## src/rtl/sm83_regfile_port.sv

```systemverilog
// sm83_regfile_port: debug-side accessor that dumps the SM83 architectural
// register state as a 14-byte stream or restores it from one.
// Stream order: IR, IE, A, F, B, C, D, E, H, L, SPH, SPL, PCH, PCL.

package sm83_pkg;

    typedef enum logic [2:0] {
        REG_B = 3'd0,
        REG_C = 3'd1,
        REG_D = 3'd2,
        REG_E = 3'd3,
        REG_H = 3'd4,
        REG_L = 3'd5
    } gp_r8_sel_t;

    typedef struct packed {
        logic ir;
        logic ie;
        logic a;
        logic f;
        logic gp8;
        logic gp16;
        logic sp;
        logic pc;
    } reg_wen_vec_t;

endpackage

module sm83_regfile_port
    import sm83_pkg::*;
(
    input  logic         clk,
    input  logic         rst,

    input  logic         cmd_valid,
    output logic         cmd_ready,
    input  logic         cmd_op,
    output logic         busy,
    output logic         done,

    output logic [7:0]   tx_data,
    output logic         tx_valid,
    input  logic         tx_ready,

    input  logic [7:0]   rx_data,
    input  logic         rx_valid,
    output logic         rx_ready,

    input  logic [7:0]   rf_r_ir,
    input  logic [7:0]   rf_r_ie,
    input  logic [7:0]   rf_r_a,
    input  logic [7:0]   rf_r_f,
    input  logic [7:0]   rf_r8_gp,
    input  logic [15:0]  rf_r_sp,
    input  logic [15:0]  rf_r_pc,
    output gp_r8_sel_t   rf_r_sel8_gp,

    output reg_wen_vec_t rf_wen,
    output gp_r8_sel_t   rf_w_sel8_gp,
    output logic [7:0]   rf_wdata8,
    output logic [15:0]  rf_wdata16
);

    typedef enum logic [1:0] {
        S_IDLE = 2'd0,
        S_DUMP = 2'd1,
        S_LOAD = 2'd2
    } state_t;

    state_t      state_q;
    state_t      state_d;
    logic [3:0]  idx_q;
    logic [7:0]  hi_hold_q;
    logic        load_done_q;
    logic        cmd_fire;
    logic        tx_fire;
    logic        rx_fire;

    // Stream index 4..9 maps onto the 8-bit GP registers B..L.
    function automatic gp_r8_sel_t gp_sel(input logic [3:0] i);
        case (i)
            4'd5:    return REG_C;
            4'd6:    return REG_D;
            4'd7:    return REG_E;
            4'd8:    return REG_H;
            4'd9:    return REG_L;
            default: return REG_B;
        endcase
    endfunction

    // State register
    always_ff @(posedge clk) begin
        if (rst) begin
            state_q <= S_IDLE;
        end else begin
            state_q <= state_d;
        end
    end

    // Next-state, handshakes and status outputs.
    // The load completion is registered so done lines up with the PC strobe;
    // busy stays high through that trailing cycle after the FSM is back in IDLE.
    always_comb begin
        state_d   = state_q;
        tx_valid  = 1'b0;
        rx_ready  = 1'b0;
        cmd_fire  = 1'b0;
        tx_fire   = 1'b0;
        rx_fire   = 1'b0;
        done      = load_done_q;
        busy      = (state_q != S_IDLE) || load_done_q;
        cmd_ready = !busy;
        case (state_q)
            S_IDLE: begin
                cmd_fire = cmd_valid && !load_done_q;
                if (cmd_fire) begin
                    state_d = cmd_op ? S_LOAD : S_DUMP;
                end
            end
            S_DUMP: begin
                tx_valid = 1'b1;
                tx_fire  = tx_ready;
                if (tx_ready && (idx_q == 4'd13)) begin
                    state_d = S_IDLE;
                    done    = 1'b1;
                end
            end
            S_LOAD: begin
                rx_ready = 1'b1;
                rx_fire  = rx_valid;
                if (rx_valid && (idx_q == 4'd13)) begin
                    state_d = S_IDLE;
                end
            end
            default: begin
                state_d = S_IDLE;
            end
        endcase
    end

    // Dump path: combinational byte mux over the register-file read ports
    always_comb begin
        tx_data      = '0;
        rf_r_sel8_gp = REG_B;
        if (state_q == S_DUMP) begin
            rf_r_sel8_gp = gp_sel(idx_q);
            case (idx_q)
                4'd0:    tx_data = rf_r_ir;
                4'd1:    tx_data = rf_r_ie;
                4'd2:    tx_data = rf_r_a;
                4'd3:    tx_data = rf_r_f;
                4'd4, 4'd5, 4'd6, 4'd7, 4'd8, 4'd9:
                         tx_data = rf_r8_gp;
                4'd10:   tx_data = rf_r_sp[15:8];
                4'd11:   tx_data = rf_r_sp[7:0];
                4'd12:   tx_data = rf_r_pc[15:8];
                4'd13:   tx_data = rf_r_pc[7:0];
                default: tx_data = '0;
            endcase
        end
    end

    // Index, high-byte hold and registered single-cycle write strobes
    always_ff @(posedge clk) begin
        if (rst) begin
            idx_q        <= '0;
            hi_hold_q    <= '0;
            rf_wen       <= '0;
            rf_w_sel8_gp <= REG_B;
            rf_wdata8    <= '0;
            rf_wdata16   <= '0;
            load_done_q  <= 1'b0;
        end else begin
            rf_wen      <= '0;
            load_done_q <= 1'b0;
            if (cmd_fire) begin
                idx_q <= '0;
            end
            if (tx_fire) begin
                idx_q <= idx_q + 4'd1;
            end
            if (rx_fire) begin
                idx_q <= idx_q + 4'd1;
                case (idx_q)
                    4'd0: begin
                        rf_wen.ir <= 1'b1;
                        rf_wdata8 <= rx_data;
                    end
                    4'd1: begin
                        rf_wen.ie <= 1'b1;
                        rf_wdata8 <= rx_data;
                    end
                    4'd2: begin
                        rf_wen.a  <= 1'b1;
                        rf_wdata8 <= rx_data;
                    end
                    4'd3: begin
                        rf_wen.f  <= 1'b1;
                        rf_wdata8 <= {rx_data[7:4], 4'h0};
                    end
                    4'd4, 4'd5, 4'd6, 4'd7, 4'd8, 4'd9: begin
                        rf_wen.gp8   <= 1'b1;
                        rf_w_sel8_gp <= gp_sel(idx_q);
                        rf_wdata8    <= rx_data;
                    end
                    4'd10, 4'd12: begin
                        hi_hold_q <= rx_data;
                    end
                    4'd11: begin
                        rf_wen.sp  <= 1'b1;
                        rf_wdata16 <= {hi_hold_q, rx_data};
                    end
                    4'd13: begin
                        rf_wen.pc   <= 1'b1;
                        rf_wdata16  <= {hi_hold_q, rx_data};
                        load_done_q <= 1'b1;
                    end
                    default: begin
                    end
                endcase
            end
        end
    end

endmodule

```

## config.mk

```make
export PLATFORM = sky130hd
export DESIGN_NAME = sm83_regfile_port
export DESIGN_NICKNAME = d
export VERILOG_FILES = /design/src/rtl/sm83_regfile_port.sv
export SDC_FILE = /design/constraint.sdc
export NUM_CORES = 1
export LEC_CHECK = 0
export CORE_AREA = 4 4 86 88
export DETAILED_ROUTE_END_ITERATION = 7
export DIE_AREA = 0 0 90 92
export PLACE_DENSITY = 0.8
export SLEW_MARGIN = 20
export SYNTH_ARGS = -nofsm -noshare
export SYNTH_HDL_FRONTEND = slang
export SYNTH_SLANG_ARGS = --single-unit
```

## constraint.sdc

```tcl
create_clock -name clk -period 2.8 [get_ports clk]
set_input_delay 0.42 -clock clk [delete_from_list [all_inputs] [get_ports clk]]
set_output_delay 0.42 -clock clk [all_outputs]
set_load 0.1 [all_outputs]
```

# ---- Word level (Yosys, flattened, before mapping)
# Cells that the tools add are included.
dict set report totals {
  input_bits 86
  register_bits 49
  elab_cells 82
}
dict set report classes {
  n_reduce_logical 21
  bitwise_logic 1
  muxes 27
  addsub 1
  n_eq_ne 18
}
# cell n
set op_table {}
lappend op_table {{8-bit one-hot mux with 9 select lines} 1}
lappend op_table {{4-bit == test, second input constant} 6}
lappend op_table {{4-bit by 3-bit == test with 1-bit output, second input constant} 4}
lappend op_table {{8-bit one-hot mux with 2 select lines} 1}
lappend op_table {{3-bit one-hot mux with 5 select lines} 1}
lappend op_table {{1-bit two-way mux} 14}
lappend op_table {{4-bit two-way mux} 3}
lappend op_table {{9-bit OR reduction} 1}
lappend op_table {{4-bit by 2-bit == test with 1-bit output, second input constant} 2}
lappend op_table {{2-bit two-way mux} 4}
lappend op_table {{8-bit two-way mux} 1}
lappend op_table {{2-bit AND reduction} 4}
lappend op_table {{2-bit inequality test, second input constant} 3}
lappend op_table {{2-bit one-hot mux with 3 select lines} 1}
lappend op_table {{2-bit OR reduction} 3}
lappend op_table {{6-bit OR reduction} 1}
lappend op_table {{4-bit by 1-bit adder with 4-bit output, second input constant} 1}
lappend op_table {{4-bit by 1-bit == test with 1-bit output, second input constant} 1}
lappend op_table {{4-bit logical NOT} 1}
lappend op_table {{2-bit nonzero test} 2}
lappend op_table {{1-bit logical AND} 3}
lappend op_table {{3-bit two-way mux} 1}
lappend op_table {{3-bit AND reduction} 1}
lappend op_table {{3-bit nonzero test} 1}
lappend op_table {{other kinds (6)} 7}

# ---- Logic depth before layout (Yosys ltp)
dict set report depth {
  word_depth 6
  ltp_mapped 8
}

# ---- Worst setup path before layout
# OpenSTA, ideal clock, no wires.
dict set report synth_timing {
  path_type {reg2out}
  from {register state_q[1]}
  to {output busy}
  path_slack_ps -1429
  arrival_time_ps 3809
  path_stages_with_launch 3
  required_time_ps 2380
  n_path_buf 0
  path_cell_list {dfxtp_1 -> nor3_1 -> inv_1}
}
dict set report synth_between {
  elab_chain_len 2
}
# item line
set synth_lines {}
lappend synth_lines {{start: declaration} 70} ;# state_t state_q;
lappend synth_lines {{start signal: assignment} 96} ;# state_q <= state_d;
lappend synth_lines {{2-bit nonzero test} 111} ;# busy = (state_q != S_IDLE) || load_done_q;
lappend synth_lines {{1-bit logical OR} 111}
lappend synth_lines {{end: declaration} 38} ;# output logic busy,
# Every way passes these cells.

# ---- Worst setup path in the final report
dict set report layout_timing {
  from {register idx_q[0]}
  to {output tx_data[1]}
}
dict set report layout_between {
  elab_chain_len 4
  elab_cells_between_ends 17
  classes_between {eq/ne (13); mux (2); reduce/logical (2)}
}
# item line
set layout_lines {}
lappend layout_lines {{start: declaration} 72} ;# logic [3:0] idx_q;
lappend layout_lines {{start signal: assignment} 180} ;# idx_q <= idx_q + 4'd1;
lappend layout_lines {{start signal: assignment} 183} ;# idx_q <= idx_q + 4'd1;
lappend layout_lines {{4-bit == test / 4-bit by 3-bit == test with 1-bit output (equally long branches)} 147} ;# case (idx_q)
lappend layout_lines {{6-bit OR reduction} n/a}
lappend layout_lines {{8-bit one-hot mux with 9 select lines *} 147}
lappend layout_lines {{8-bit two-way mux *} 145} ;# if (state_q == S_DUMP) begin
lappend layout_lines {{end: declaration} 41} ;# output logic [7:0] tx_data,
# Every way passes the cells marked *; elsewhere a longest branch is shown, timed or not.

==> impl_metrics.csv <==
group,metric,value,unit
run_status,outcome,"finished clean",
timing,finalHoldViolCount,0,
placed_design,gp_congestion,0.8634,
logic_synthesis,synth.top_cell.area_share,36.92,%
critical_path,worst-path-max-fanout,8,
final_layout,layout-area-overhead-vs-synth,61.78,%
global_routing,first_pass_grt_wire_length,14.45,mm
final_layout,final_cell_count_no_fill,512,
logic_synthesis,synth_top_cells_by_area,"dfxtp_1 (37%), mux2i_1 (10%), nor2_1 (6.1%)",
critical_path,critical_path.top_delay_family,"compound AO/OA/AOI/OAI gates",
critical_path,reg2regPathDepth,5,
clock_tree,cts-root-buf,"clkbuf_8",
logic_synthesis,netlist_instances,298,
timing,report.final.setup_viol,0,
floorplan,num_rows,30,
worst_hold_path,hold_depth,2,
route,residual_antenna_violating_net_count_after_detailed_routing,0,
route,route.detailed.drc,0,
route,vias_per_cell,5.529,
final_layout,design_area,4210,µm²
floorplan,die-height,92,µm
logic_synthesis,synthesis.area,2602,µm²
logic_synthesis,synthesized_netlist_net_count,389,
timing,fmax,0.3745,GHz
timing,final.min_clock_period,2.670,ns
clock_tree,tritoncts,"yes",
logic_synthesis,synth.ff_latch_count,48,
global_routing,largest_net_degree_at_the_start_of_global_routing,33,
critical_path,worstPathRequired,2.38,ns
final_layout,fillCellCount,551,
critical_path,slowest_delay,0.38,ns
global_routing,antenna_violations_before_repair,0,
logic_synthesis,synth-edff-count,0,
logic_synthesis,synth_cell_types,51,
floorplan,initial_utilization,39.17,%
logic_synthesis,ys.warnings.count,0,
critical_path,wp_depth,7,
final_layout,n_antenna_cell,0,
global_routing,global_route.usage.total,21.50,%
route,route.vias.total,2831,
route,avgRoutedWirePerCell,17.81,µm
route,drt_pass1_iterations,4,
route,routed_wl,9.117,mm
clock_tree,cts-root-to-sink-buffers,2,
power,static-leakage-power,1.659,nW
power,power.ir.vdd_worst,0.0004675,V
clock_tree,tritoncts_num_sinks,48,
logic_synthesis,synth_top_cells_by_count,"dfxtp_1 (48), nor2_1 (42), a21oi_1 (27), mux2i_1 (27), a22oi_1 (17)",
critical_path,crit_slowest_cell,"dfxtp_2",
logic_synthesis,postSynth.asyncResetShare,0,%
placed_design,detailedPlacementHpwl,7.150,mm
clock_tree,cts_buffers,5,
critical_path,crit_path_cell_trace,"inv_1 > ha_1 > nor4_4 > o22ai_4 > a221oi_2 > a21oi_2 > buf_12",
logic_synthesis,synth_ff_type,"dfxtp_1",
logic_synthesis,post-synth-top-count-cell,"dfxtp_1",
route,drt_iter0_drcs,134,
final_layout,multi_input_gate_area_in_the_final_layout,1533,µm²
final_layout,layout.nets,522,
critical_path,critical_path_class,"flop to primary output",
clock_tree,htreeDepth,2,
worst_hold_path,hold_class,"flop to flop",
global_routing,global_route_congestion_overflow_total,0,
floorplan,die_area,8280,µm²
critical_path,critPathCaptureType,"primary output",
placed_design,portBuffers,135,
timing,finClkSkew,0.007479,ns
timing,final.period_utilization,95.36,%
logic_synthesis,seq_total_area_yosys,36.92,%
power,pwr_density_cell,371.6,nW/µm²
floorplan,die_width,90,µm
clock_tree,clock_latency,0.30,ns
timing,final-max-slew-violation-count,0,
global_routing,first_global_vias,2853,
logic_synthesis,area_leader_netlist,"dfxtp_1",
critical_path,critPathLaunchType,"flop",
flow_run,cap_violations,0,
clock_tree,clkTransAtPathRegs,0.09,ns
timing,post_route_worst_hold_slack,0.4784,ns
final_layout,ff_latch_area,963.4,µm²
critical_path,worst-endpoint-arrival,2.25,ns
placed_design,dpl-instance-area,4050,µm²
logic_synthesis,post_synth.cell_area_avg,8.733,µm²
placed_design,place_inst,502,
final_layout,fin_util,63.37,%
final_layout,fraction_of_layout_instances_using_a_drive_strength_above_1,21.76,%
clock_tree,cts_hold_repair.buffers,0,
floorplan,top_level_ports,137,
critical_path,path_buf_inv,2,
floorplan,core_region_area,6644,µm²
## kinds of logic after synthesis
family | after synthesis | share of synthesized area, %
simple gates | 89 | 16.54
mux | 28 | 10.82
other cells | 1 | 0.1441
xor+xnor | 2 | 0.6732
buf+inv | 30 | 5.913
fa+ha+maj | 5 | 2.404
flops | 48 | 36.92
compound gates | 95 | 26.59
## layout make-up
type / instances / area share [%]
Multi-Input combinational cell: 220 / 36.40
Tap cell: 80 / 2.377
Clock inverter: 3 / 0.6241
Clock buffer: 5 / 1.634
Inverter: 6 / 0.6241
Sequential cell: 48 / 22.88
Timing Repair Buffer: 150 / 35.45
## state kept, by name (all words and copies together), names as in the netlist
register	flops
state_q	2
rf_w_sel8_gp	3
rf_wdata8	8
rf_wen	6
rf_wdata16	16
hi_hold_q	8
idx_q	4
load_done_q	1
## through the flow
| step | TNS (ns) | worst slack [ns] | power, mW |
|---|---|---|---|
| final | 0 | 0.1298 | 1.565 |
| after global routing | -0.004057 | -0.002057 | 1.634 |
| after CTS | 0 | 0.004468 | 1.580 |
| after detailed placement | 0 | 0.1780 | 1.147 |
| after global placement | 0 | 0.2943 | 1.145 |
| after floorplan | -5.682 | -0.6077 | 0.9409 |
## worst paths after layout
kind | startpoint | end | slack [ns]
worst max-delay path | idx_q[0]$_SDFFE_PP0P_ | tx_data[1] | 0.13
worst min register to register | rf_w_sel8_gp[1]$_SDFFE_PP0P_ | rf_w_sel8_gp[1]$_SDFFE_PP0P_ | 0.48
worst min-delay path | rf_w_sel8_gp[1]$_SDFFE_PP0P_ | rf_w_sel8_gp[1]$_SDFFE_PP0P_ | 0.48
worst max register to register | idx_q[3]$_SDFFE_PP0P_ | hi_hold_q[0]$_SDFFE_PP0P_ | 0.77
## per-layer routing
layer | vias up | GRT usage, % | part of all wire (%)
li1 | 1356 | - | -
met4 | 0 | 9.566 | 2.9
met5 | - | 0 | 0
met3 | 22 | 8.039 | 11
met2 | 143 | 37.15 | 48
met1 | 1310 | 23.50 | 38
## timing repair
| item | in CTS | in global routing |
|---|---|---|
| endpoints found under the setup margin | 8 | 8 |
| pin swaps | 2 | 3 |
| gates resized for setup | 4 | 7 |
| buffers inserted | 2 | 0 |
## placed cells by master (no fill, tap or decap), types with 2 or more instances in the layout
cell type and instances:
clkdlybuf4s50_1 85, buf_4 52, dfxtp_1 46, nor2_1 42, mux2i_1 27, a21oi_1 26
a22oi_1 17, buf_12 12, nand3_1 10, nor3_1 9, nand2_1 9, a22o_1 7
o21ai_0 7, a211oi_1 6, inv_1 5, nand2b_1 5, and2_1 5, clkbuf_8 5
a21bo_2 4, ha_1 4, a222oi_1 3, a311oi_1 3, a221oi_1 2, a221oi_2 2
a21oi_2 2, a21boi_0 2, and3b_1 2, inv_6 2, dfxtp_2 2
## worst register-to-register path: cells and delay by family, from the launching register on
kind | cells | cell delay, ns
flip-flops | 1 | 0.52
multiplexers | 1 | 0.23
buffers and inverters | 2 | 0.64
AO/OA/AOI/OAI | 1 | 0.49
AND/OR/NAND/NOR | 1 | 0.05
## report_power, final
| part | total [mW] | internal (mW) | switching, mW |
|---|---|---|---|
| Sequential | 0.697 | 0.690 | 0.00693 |
| Clock | 0.424 | 0.184 | 0.240 |
| Combinational | 0.444 | 0.198 | 0.246 |
| Total | 1.56 | 1.07 | 0.493 |
No activity file was read; power rests on OpenSTA's default activity.
